## src/rtl/priority_pkg.sv

```systemverilog
// Shared types for the priority span decoder: error codes reported alongside
// each reconstructed span mask.
package priority_pkg;

    typedef enum logic [1:0] {
        ERR_NONE       = 2'd0,
        ERR_NOT_ONEHOT = 2'd1,
        ERR_HALF_EMPTY = 2'd2,
        ERR_ORDER      = 2'd3
    } span_err_t;

endpackage

```

## src/rtl/priority_span_decoder_onehot_to_bin.sv

```systemverilog
// Combinational one-hot to binary index converter with empty and
// multiple-bit detection; idx is only meaningful when exactly one bit is set.
module onehot_to_bin #(
    parameter int WIDTH = 8
) (
    input  logic [WIDTH-1:0]         data_i,
    output logic [$clog2(WIDTH)-1:0] idx_o,
    output logic                     zero_o,
    output logic                     multi_o
);

    localparam int IDX_W = $clog2(WIDTH);

    logic seen;

    always_comb begin
        idx_o   = '0;
        seen    = 1'b0;
        multi_o = 1'b0;
        for (int unsigned i = 0; i < WIDTH; i++) begin
            if (data_i[i]) begin
                idx_o   = idx_o | IDX_W'(i);
                multi_o = multi_o | seen;
                seen    = 1'b1;
            end
        end
        zero_o = ~seen;
    end

endmodule

```

## src/rtl/priority_span_decoder.sv

```systemverilog
// Rebuilds a contiguous span mask from a left/right one-hot marker pair;
// two-stage valid/ready pipeline with malformed-pair error reporting.
module priority_span_decoder
    import priority_pkg::*;
#(
    parameter int WIDTH = 8
) (
    input  logic             clk_i,
    input  logic             srst_i,
    input  logic [WIDTH-1:0] data_left_i,
    input  logic [WIDTH-1:0] data_right_i,
    input  logic             data_val_i,
    output logic             data_ready_o,
    output logic [WIDTH-1:0] data_o,
    output span_err_t        err_o,
    output logic             data_val_o,
    input  logic             data_ready_i
);

    localparam int IDX_W = $clog2(WIDTH);

    logic [IDX_W-1:0] idx_l_c, idx_r_c;
    logic             zero_l_c, zero_r_c, multi_l_c, multi_r_c;

    logic [IDX_W-1:0] idx_l, idx_r;
    logic             zero_l, zero_r, multi_l, multi_r;
    logic             s1_val;

    logic             s2_load;
    logic             in_fire;
    logic [WIDTH-1:0] mask_c;
    span_err_t        err_c;

    onehot_to_bin #(.WIDTH(WIDTH)) u_left (
        .data_i  (data_left_i),
        .idx_o   (idx_l_c),
        .zero_o  (zero_l_c),
        .multi_o (multi_l_c)
    );

    onehot_to_bin #(.WIDTH(WIDTH)) u_right (
        .data_i  (data_right_i),
        .idx_o   (idx_r_c),
        .zero_o  (zero_r_c),
        .multi_o (multi_r_c)
    );

    assign s2_load      = ~data_val_o | data_ready_i;
    assign data_ready_o = ~srst_i & (~s1_val | s2_load);
    assign in_fire      = data_val_i & data_ready_o;

    always_comb begin
        mask_c = '0;
        err_c  = ERR_NONE;
        if (multi_l | multi_r) begin
            err_c = ERR_NOT_ONEHOT;
        end else if (zero_l ^ zero_r) begin
            err_c = ERR_HALF_EMPTY;
        end else if (zero_l & zero_r) begin
            err_c = ERR_NONE;
        end else if (idx_r > idx_l) begin
            err_c = ERR_ORDER;
        end else begin
            for (int unsigned i = 0; i < WIDTH; i++) begin
                mask_c[i] = (i >= 32'(idx_r)) && (i <= 32'(idx_l));
            end
        end
    end

    always_ff @(posedge clk_i) begin
        if (srst_i) begin
            s1_val     <= 1'b0;
            data_val_o <= 1'b0;
            data_o     <= '0;
            err_o      <= ERR_NONE;
        end else begin
            if (in_fire) begin
                s1_val  <= 1'b1;
                idx_l   <= idx_l_c;
                idx_r   <= idx_r_c;
                zero_l  <= zero_l_c;
                zero_r  <= zero_r_c;
                multi_l <= multi_l_c;
                multi_r <= multi_r_c;
            end else if (s2_load) begin
                s1_val <= 1'b0;
            end
            // Output registers only move on s2_load, which holds them during a stall.
            if (s2_load) begin
                data_val_o <= s1_val;
                if (s1_val) begin
                    data_o <= mask_c;
                    err_o  <= err_c;
                end
            end
        end
    end

endmodule

```

## config.mk

```make
export PLATFORM = sky130hd
export DESIGN_NAME = priority_span_decoder
export DESIGN_NICKNAME = d
export VERILOG_FILES = /design/src/rtl/priority_pkg.sv /design/src/rtl/priority_span_decoder_onehot_to_bin.sv /design/src/rtl/priority_span_decoder.sv
export SDC_FILE = /design/constraint.sdc
export NUM_CORES = 1
export LEC_CHECK = 0
export ABC_AREA = 1
export CAP_MARGIN = 0
export CELL_PAD_IN_SITES_DETAIL_PLACEMENT = 1
export CELL_PAD_IN_SITES_GLOBAL_PLACEMENT = 2
export CORE_MARGIN = 2
export CORE_UTILIZATION = 28
export CTS_CLUSTER_DIAMETER = 80
export DETAILED_ROUTE_END_ITERATION = 16
export PLACE_DENSITY = 0.83
export SYNTH_ARGS = -nofsm -noshare
export SYNTH_HDL_FRONTEND = slang
export SYNTH_SLANG_ARGS = --single-unit
```

## constraint.sdc

```tcl
create_clock -name clk_i -period 2.6 [get_ports clk_i]
set_input_delay 0.26 -clock clk_i [delete_from_list [all_inputs] [get_ports clk_i]]
set_output_delay 0.26 -clock clk_i [all_outputs]
set_load 0.02 [all_outputs]
```

# ---- Word level (Yosys, flattened, before mapping)
# Cells that the tools add are included.
dict set report word_totals {
  output_inout_bits 12
  ff_bits 22
  input_bits 20
  wordCells 116
}
dict set report classes {
  n_mux 50
  n_bitwise 24
  reduce_logical 13
  n_lt_le_gt_ge 15
}
# op n
set op_table {}
lappend op_table {{2-to-1 mux 1 bit} 34}
lappend op_table {{2-to-1 mux 8 bit} 4}
lappend op_table {{2-to-1 mux 2 bit} 8}
lappend op_table {{OR 1 bit} 15}
lappend op_table {{less-or-equal comparator 3 bit, first input constant} 4}
lappend op_table {{2-to-1 mux 3 bit} 4}
lappend op_table {{>= comparator 3 bit, first input constant} 3}
lappend op_table {{OR reduction 4 bit} 2}
lappend op_table {{>= comparator 1 x 3 -> 1 bit, first input constant} 2}
lappend op_table {{>= comparator 2 x 3 -> 1 bit, first input constant} 2}
lappend op_table {{less-or-equal comparator 2 x 3 -> 1 bit, first input constant} 2}
lappend op_table {{logical AND 1 bit} 6}
lappend op_table {{inverter 1 bit} 5}
lappend op_table {{AND reduction 2 bit} 2}
lappend op_table {{OR reduction 2 bit} 2}
lappend op_table {{AND 1 bit} 3}
lappend op_table {{greater-than comparator 3 bit} 1}
lappend op_table {{less-or-equal comparator 1 x 3 -> 1 bit, first input constant} 1}
lappend op_table {{nonzero test 2 bit} 1}
lappend op_table {{XOR 1 bit} 1}

# ---- Longest topological paths before layout
# Gate-level depths: netlist of run 1.
dict set report depth {
  depth_word 14
  depth_mapped 9
  ltp_nobuf 9
}

# ---- Hierarchy
# A second synthesis of run 1 with hierarchy kept.
dict set report hier_totals {
  hier_cells 160
  area_unflattened_um2 1226.2
}
# module cells_per_inst seq_area_each_um2 area_each_um2 instances
set by_module_without_submodules {}
lappend by_module_without_submodules {priority_span_decoder 106 540.5 983.4 1}
lappend by_module_without_submodules {onehot_to_bin 27 0.0 121.4 2}

# ---- Worst setup path before layout of run 1
# Ideal clock, no wire load.
dict set report synth_path {
  kind {reg2reg}
  startpoint {register data_val_o}
  endpoint {register idx_l[0], enable pin}
  path_stages_with_launch 5
  path_buffers 0
  setup_ns 0.376
  slack_ns 0.949
  arrival_ns 1.274
  synth_period_minus_slack_ns 1.651
  required_ns 2.224
  path_cell_list {dfxtp_1 > nand2_2 > nor2_1 > or2_2 > nor2_1}
}
dict set report synth_between {
  elab_chain_cells 6
}
# element line
set synth_lines {}
lappend synth_lines {{start, declared} priority_span_decoder.sv:16} ;# output logic data_val_o,
lappend synth_lines {{start signal, assigned} priority_span_decoder.sv:90} ;# data_val_o <= s1_val;
lappend synth_lines {{inverter 1 bit} priority_span_decoder.sv:48} ;# assign s2_load = ~data_val_o | data_ready_i;
lappend synth_lines {{OR 1 bit} priority_span_decoder.sv:48}
lappend synth_lines {{OR 1 bit} priority_span_decoder.sv:49} ;# assign data_ready_o = ~srst_i & (~s1_val | s2_load);
lappend synth_lines {{AND 1 bit} priority_span_decoder.sv:49}
lappend synth_lines {{AND 1 bit} priority_span_decoder.sv:50} ;# assign in_fire = data_val_i & data_ready_o;
lappend synth_lines {{AND reduction 2 bit (no line)} --}
lappend synth_lines {{end signal, assigned} priority_span_decoder.sv:79} ;# idx_l <= idx_l_c;
lappend synth_lines {{end, declared} priority_span_decoder.sv:25} ;# logic [IDX_W-1:0] idx_l, idx_r;
# No other way between the ends.
# A chain may end at the register's enable or synchronous reset.

# ---- Worst setup path after layout of run 1
dict set report layout_path {
  startpoint {input port data_ready_i}
  endpoint {output port data_ready_o}
}
dict set report layout_between {
  elab_chain_cells 3
}
# element line
set layout_lines {}
lappend layout_lines {{start, declared} priority_span_decoder.sv:17} ;# input logic data_ready_i
lappend layout_lines {{OR 1 bit} priority_span_decoder.sv:48}
lappend layout_lines {{OR 1 bit} priority_span_decoder.sv:49}
lappend layout_lines {{AND 1 bit} priority_span_decoder.sv:49}
lappend layout_lines {{end, declared} priority_span_decoder.sv:13} ;# output logic data_ready_o,
# No other way between the ends.

==> results of run 1 <==
where the power goes:
part,switching [mW],internal (mW)
registers,0.00765,0.371
clock network,0.108,0.105
logic,0.0640,0.0550
total,0.180,0.531
worst register-to-register path: stages, from the launching register on:
cell	delay, ps
edfxtp_1	470
ha_1	350
a21oi_1	170
nand2_1	100
nand2_2	160
nand3_1	120
a21oi_1	130
layout make-up:
class,count,area share
clock inverter,1,0.00233
inverter,16,0.0374
tap,50,0.0389
clock buffer,3,0.0257
multi-input combinational,119,0.357
timing repair buffer,33,0.202
sequential,22,0.336
sequential cells by signal, summed over array words and instances, names as in the netlist:
register    cells
data_o          8
idx_l           3
idx_r           3
err_o           2
data_val_o      1
multi_l         1
multi_r         1
s1_val          1
zero_l          1
zero_r          1
per-layer routing:
metal,GRT usage,vias up
met1,0.134,525
met2,0.250,26
met4,0.0196,0
met3,0.0174,2
li1,-,589
met5,0,-
through the flow:
stage | instance area, um2 | worst slack, ps | cells | total power [mW] | util
after floorplan | 1190 | 949 | 159 | 0.448 | -
after global placement | 1560 | 526 | 240 | 0.500 | 0.385
after detailed placement | 1560 | 505 | 240 | 0.507 | 0.385
after CTS | 1610 | 491 | 244 | 0.719 | 0.396
after global routing | 1610 | 404 | 244 | 0.752 | 0.396
final | 1610 | 500 | 244 | 0.711 | 0.396
cells in the final DEF, fill, tap and decap left out, types with 3 or more instances in the layout:
cell             count
nand3_1              9
nor3_2               3
edfxtp_1            10
inv_1               16
a21oi_1             20
ha_1                 4
nand2_1             44
nor2_1              27
clkdlybuf4s50_1     31
clkbuf_8             3
dfxtp_1             12
kinds of logic (layout without fill, tap and decap cells):
group,after synthesis,count (layout),share of synthesized area
AOI/OAI and AO/OA,24,24,0.101
adders and majority gates,4,4,0.0421
buffers and inverters,18,53,0.0631
DFF,22,22,0.454
and+or+nand+nor,91,91,0.340
how the worst max path moves through the flow:
stage	slack, ps	end	cells past startpoint	from
after global placement	530	data_ready_o	7	data_ready_i
after CTS	490	data_ready_o	7	data_ready_i
final	500	data_ready_o	7	data_ready_i
after floorplan	950	idx_l[0]	4	data_val_o
after detailed placement	510	data_ready_o	7	data_ready_i
after global routing	400	data_ready_o	7	data_ready_i
==> flow_summary_export.csv, run 1 <==
group,metric,value,unit
cts,cts-root-buf,"clkbuf_8",
cts,numCtsBuffers,3,
yosys,ys_top_cells_by_area,"edfxtp_1 (25%), dfxtp_1 (20%), nand2_1 (14%)",
global_routing,grt_pass1_wl,5.04,mm
yosys,async_flop_share,0,
yosys,yosysMostFrequentCell,"nand2_1",
placed_design,dpl.hpwl,2.38,mm
floorplan,die_x,69.2,um
critical_path,startpoint_type,"input pin",
yosys,synth_nets,183,
placed_design,io_buffer_count,31,
layout,area_growth_syn_to_layout,35.1,%
critical_path,cp_max_fo,3,
layout,multi_input_area,574,um2
floorplan,core,4060,um2
detailed_routing,antenna_left,0,
worst_hold_path,holdCritStartpoint,"data_o[4]",
yosys,ys_seq_elements,22,
sta,final-hold-violation-count,0,
yosys,synth_area,1190,um2
yosys,synth.cells.most_frequent,"nand2_1 (44), nor2_1 (27), a21oi_1 (20)",
yosys,syn-mean-instance-area,7.48,um2
cts,cts_tree,"done",
yosys,netlist.area_leader.share,0.252,
detailed_routing,drt_wl_total,2.84,mm
floorplan,die_y,69.2,um
cts,cts_hold_buf,0,
detailed_routing,vias_per_cell,4.68,
yosys,synth_cell_types,19,
sta,tightest_slew,225,ps
floorplan,ioPinCount,32,
critical_path,crit_path_cell_trace,"clkdlybuf4s50_1 -> inv_1 -> nand2_2 -> nor2_1 -> or2_2 -> inv_1 -> clkdlybuf4s50_1",
global_routing,grt-ovfl-total,0,
detailed_routing,wl_met2,1.49,mm
sta,skew,2.51,ps
flow_run,drv_cap,0,
detailed_routing,drt_pass1_iterations,4,
layout,fillCellCount,504,
critical_path,slowest_stage,"clkdlybuf4s50_1",
sta,setup_viol,0,
critical_path,crit_family,"buffers and inverters",
sta,fin_crit_sh,0.808,
placed_design,place_congestion,0.766,
sta,slew_viol_final,0,
worst_hold_path,whs_endpoint,"data_o[4]",
global_routing,antenna_found_initial,0,
global_routing,grt_use_total,0.123,
critical_path,end_kind,"output pin",
sta,relSlewSlack,0.849,
pwr,power.density,442,nW/um2
layout,drive_above_1_share,0.0722,
critical_path,reg2regPathDepth,6,
cts,ctsResizeCount,0,
critical_path,worstSetupPathType,"in2out",
critical_path,crit_required,2340,ps
detailed_routing,route.vias.total,1142,
global_routing,grt_max_degree,18,
worst_hold_path,min_path_cells,2,
critical_path,rrSetupSlack,1040,ps
detailed_routing,drtIter0Drc,43,
yosys,ys.warnings.count,0,
detailed_routing,drc,0,
detailed_routing,met1_length,1.22,mm
sta,tns,0,ps
yosys,yosysTopAreaCell,"edfxtp_1",
critical_path,slowest_delay,590,ps
cts,clk_latency,260,ps
sta,grt_setup_unrepaired,"false",
worst_hold_path,hp-class,"reg2reg",
critical_path,crit_buf_inv,4,
critical_path,rr_startpoint,"idx_r[2]",
layout,antenna_cells,0,
cts,post_cts_buffers,0,
outcome,status,"complete, no violations",
detailed_routing,dr_wl_met3,115,um
layout,regArea,541,um2
cts,clk_pin_slew_worst_paths,80,ps
yosys,dominantRegCellSynth,"dfxtp_1",
floorplan,dieArea,4790,um2
yosys,synthCells,159,
cts,h-tree-depth,1,
floorplan,row_count,23,
critical_path,arrival,1840,ps
cts,cts.path.max_buffers,2,
yosys,synth-edff-count,10,
pwr,p_leak,0.617,nW
sta,fmax,476,MHz
layout,nNetsFinal,219,
floorplan,start_util,0.293,
sta,fin_hold_ws,467,ps
detailed_routing,avgRoutedWirePerCell,11.6,um
detailed_routing,top_layer,"met4",
critical_path,timing.rr.end,"data_o[0]",
yosys,synth-seq-area-share,0.454,
global_routing,grt_pass1_vias,1228,
cts,clock-sinks,22,
pwr,peakVddDrop,0.277,mV
sta,finalCriticalPeriod,2100,ps
(Power assumes the default switching activity.)
==> inputs of run 2 (changes only) <==
- CORE_UTILIZATION: 28 -> 23
- PLACE_DENSITY: 0.83 -> 0.73
- clock period: 2.6 -> 1.9 ns (I/O delays scaled with it)
==> flow_summary_export.csv, run 2 (synthesized netlist as in run 1, its figures left out) <==
group,metric,value,unit
outcome,status,"complete, no violations",
sta,relSlewSlack,0.841,
critical_path,end_kind,"output pin",
global_routing,grt_max_degree,18,
sta,tightest_slew,238,ps
sta,finalCriticalPeriod,1630,ps
cts,cts-root-buf,"clkbuf_8",
critical_path,crit_required,1710,ps
sta,fmax,612,MHz
sta,grt_setup_unrepaired,"false",
worst_hold_path,hp-class,"reg2reg",
placed_design,preCtsSetupSlack,-12.1,ps
placed_design,place_congestion,0.791,
layout,fin_cells,265,
floorplan,ioPinCount,32,
floorplan,start_util,0.236,
global_routing,grt_pass1_vias,1195,
detailed_routing,vias_per_cell,4.33,
placed_design,dp.cells,261,
cts,clk_pin_slew_worst_paths,80,ps
floorplan,dieArea,5760,um2
cts,post_cts_buffers,0,
critical_path,startpoint_type,"input pin",
global_routing,grt-ovfl-total,0,
sta,setup_viol,0,
cts,ctsResizeCount,1,
cts,clk_latency,260,ps
floorplan,die_x,75.9,um
floorplan,core,5040,um2
global_routing,antenna_found_initial,0,
global_routing,grt_use_total,0.109,
flow_run,drv_cap,0,
detailed_routing,drtIter0Drc,31,
sta,fin_ws,267,ps
cts,cts_tree,"done",
layout,largest_register_ffs,8,
cts,numCtsBuffers,3,
pwr,p_leak,0.629,nW
placed_design,io_buffer_count,31,
pwr,power.density,621,nW/um2
sta,slew_viol_final,0,
layout,antenna_cells,0,
sta,final-hold-violation-count,0,
critical_path,cp_max_fo,2,
sta,skew,2.11,ps
layout,largest_registers,"data_o x8, idx_l x3, idx_r x3",
cts,cts.path.max_buffers,2,
layout,regMostFlops,"data_o",
layout,nNetsFinal,220,
sta,fin_crit_sh,0.860,
cts,clock-sinks,22,
critical_path,worstSetupPathType,"in2out",
detailed_routing,drt_pass1_iterations,4,
sta,fin_hold_ws,468,ps
layout,layout_common_cells,"nand2_1 (44), clkdlybuf4s50_1 (30), nor2_1 (27)",
cts,cts_hold_buf,0,
floorplan,row_count,26,
placed_design,dpl-instance-area,1600,um2
layout,stdcell_area,1650,um2
layout,fillCellCount,625,
placed_design,dpl.hpwl,2.42,mm
detailed_routing,route.vias.total,1147,
global_routing,grt_pass1_wl,5.21,mm
detailed_routing,drc,0,
critical_path,arrival,1440,ps
detailed_routing,antenna_left,0,
pwr,peakVddDrop,0.230,mV
detailed_routing,drt_wl_total,2.98,mm
detailed_routing,avgRoutedWirePerCell,11.2,um
layout,area_growth_syn_to_layout,38.6,%
floorplan,die_y,75.9,um
layout,layout_commonest_cell,"nand2_1",
cts,h-tree-depth,1,
layout,drive_above_1_share,0.0821,
[run 2: cell count changes in the layout (fill, tap and decap cells not counted), sizes merged]
| cell | previous run | this run |
|---|---|---|
| clkdlybuf4s50 | 31 | 30 |
| buf | 2 | 3 |
| clkinv | 1 | 0 |
| clkbuf | 3 | 4 |
| dlygate4sd2 | 0 | 1 |
[run 2: metrics by stage]
stage / power (mW) / TNS, ps / utilization
6_report: 1.02 / 0 / 0.327
3_5_place_dp: 0.697 / -12.1 / 0.316
3_3_place_gp: 0.687 / -16.6 / 0.316
2_1_floorplan: 0.613 / 0 / -
5_1_grt: 1.08 / 0 / 0.327
4_1_cts: 1.04 / 0 / 0.327
[run 2: report_power, final]
part / leakage, nW / internal [mW] / switching [mW]
registers: 0.186 / 0.508 / 0.0109
logic: 0.414 / 0.0756 / 0.0888
clock network: 0.0288 / 0.185 / 0.157
[run 2: worst paths after layout]
kind / start / end / slack, ps / depth (start not counted)
worst max register to register: idx_r[2] / data_o[7] / 340 / 6
worst min-delay path: data_o[4] / data_o[4] / 470 / 2
worst max-delay path: data_ready_i / data_ready_o / 270 / 7
worst min register to register: data_o[4] / data_o[4] / 470 / 2
[run 2: area by class of cell]
type,count,area (um2),area share
repair buffers,34,332,0.201
inverters,16,60.1,0.0364
well taps,70,87.6,0.0531
clock buffers,4,55.1,0.0334
multi-input cells,119,574,0.348
flip-flops and latches,22,541,0.328
[run 2: worst max-delay path, stage by stage]
cell and delay [ps]:
clkdlybuf4s50_1 450, inv_1 40, nand2_2 50, nor2_1 40
or2_2 280, inv_1 50, dlygate4sd2_1 320
[run 2: metal layers]
layer,global-route usage,up-vias,part of all wire
met4,0.0491,0,0.016
met5,0,-,0
met3,0.0250,6,0.046
li1,-,585,-
met1,0.114,527,0.42
met2,0.206,29,0.52
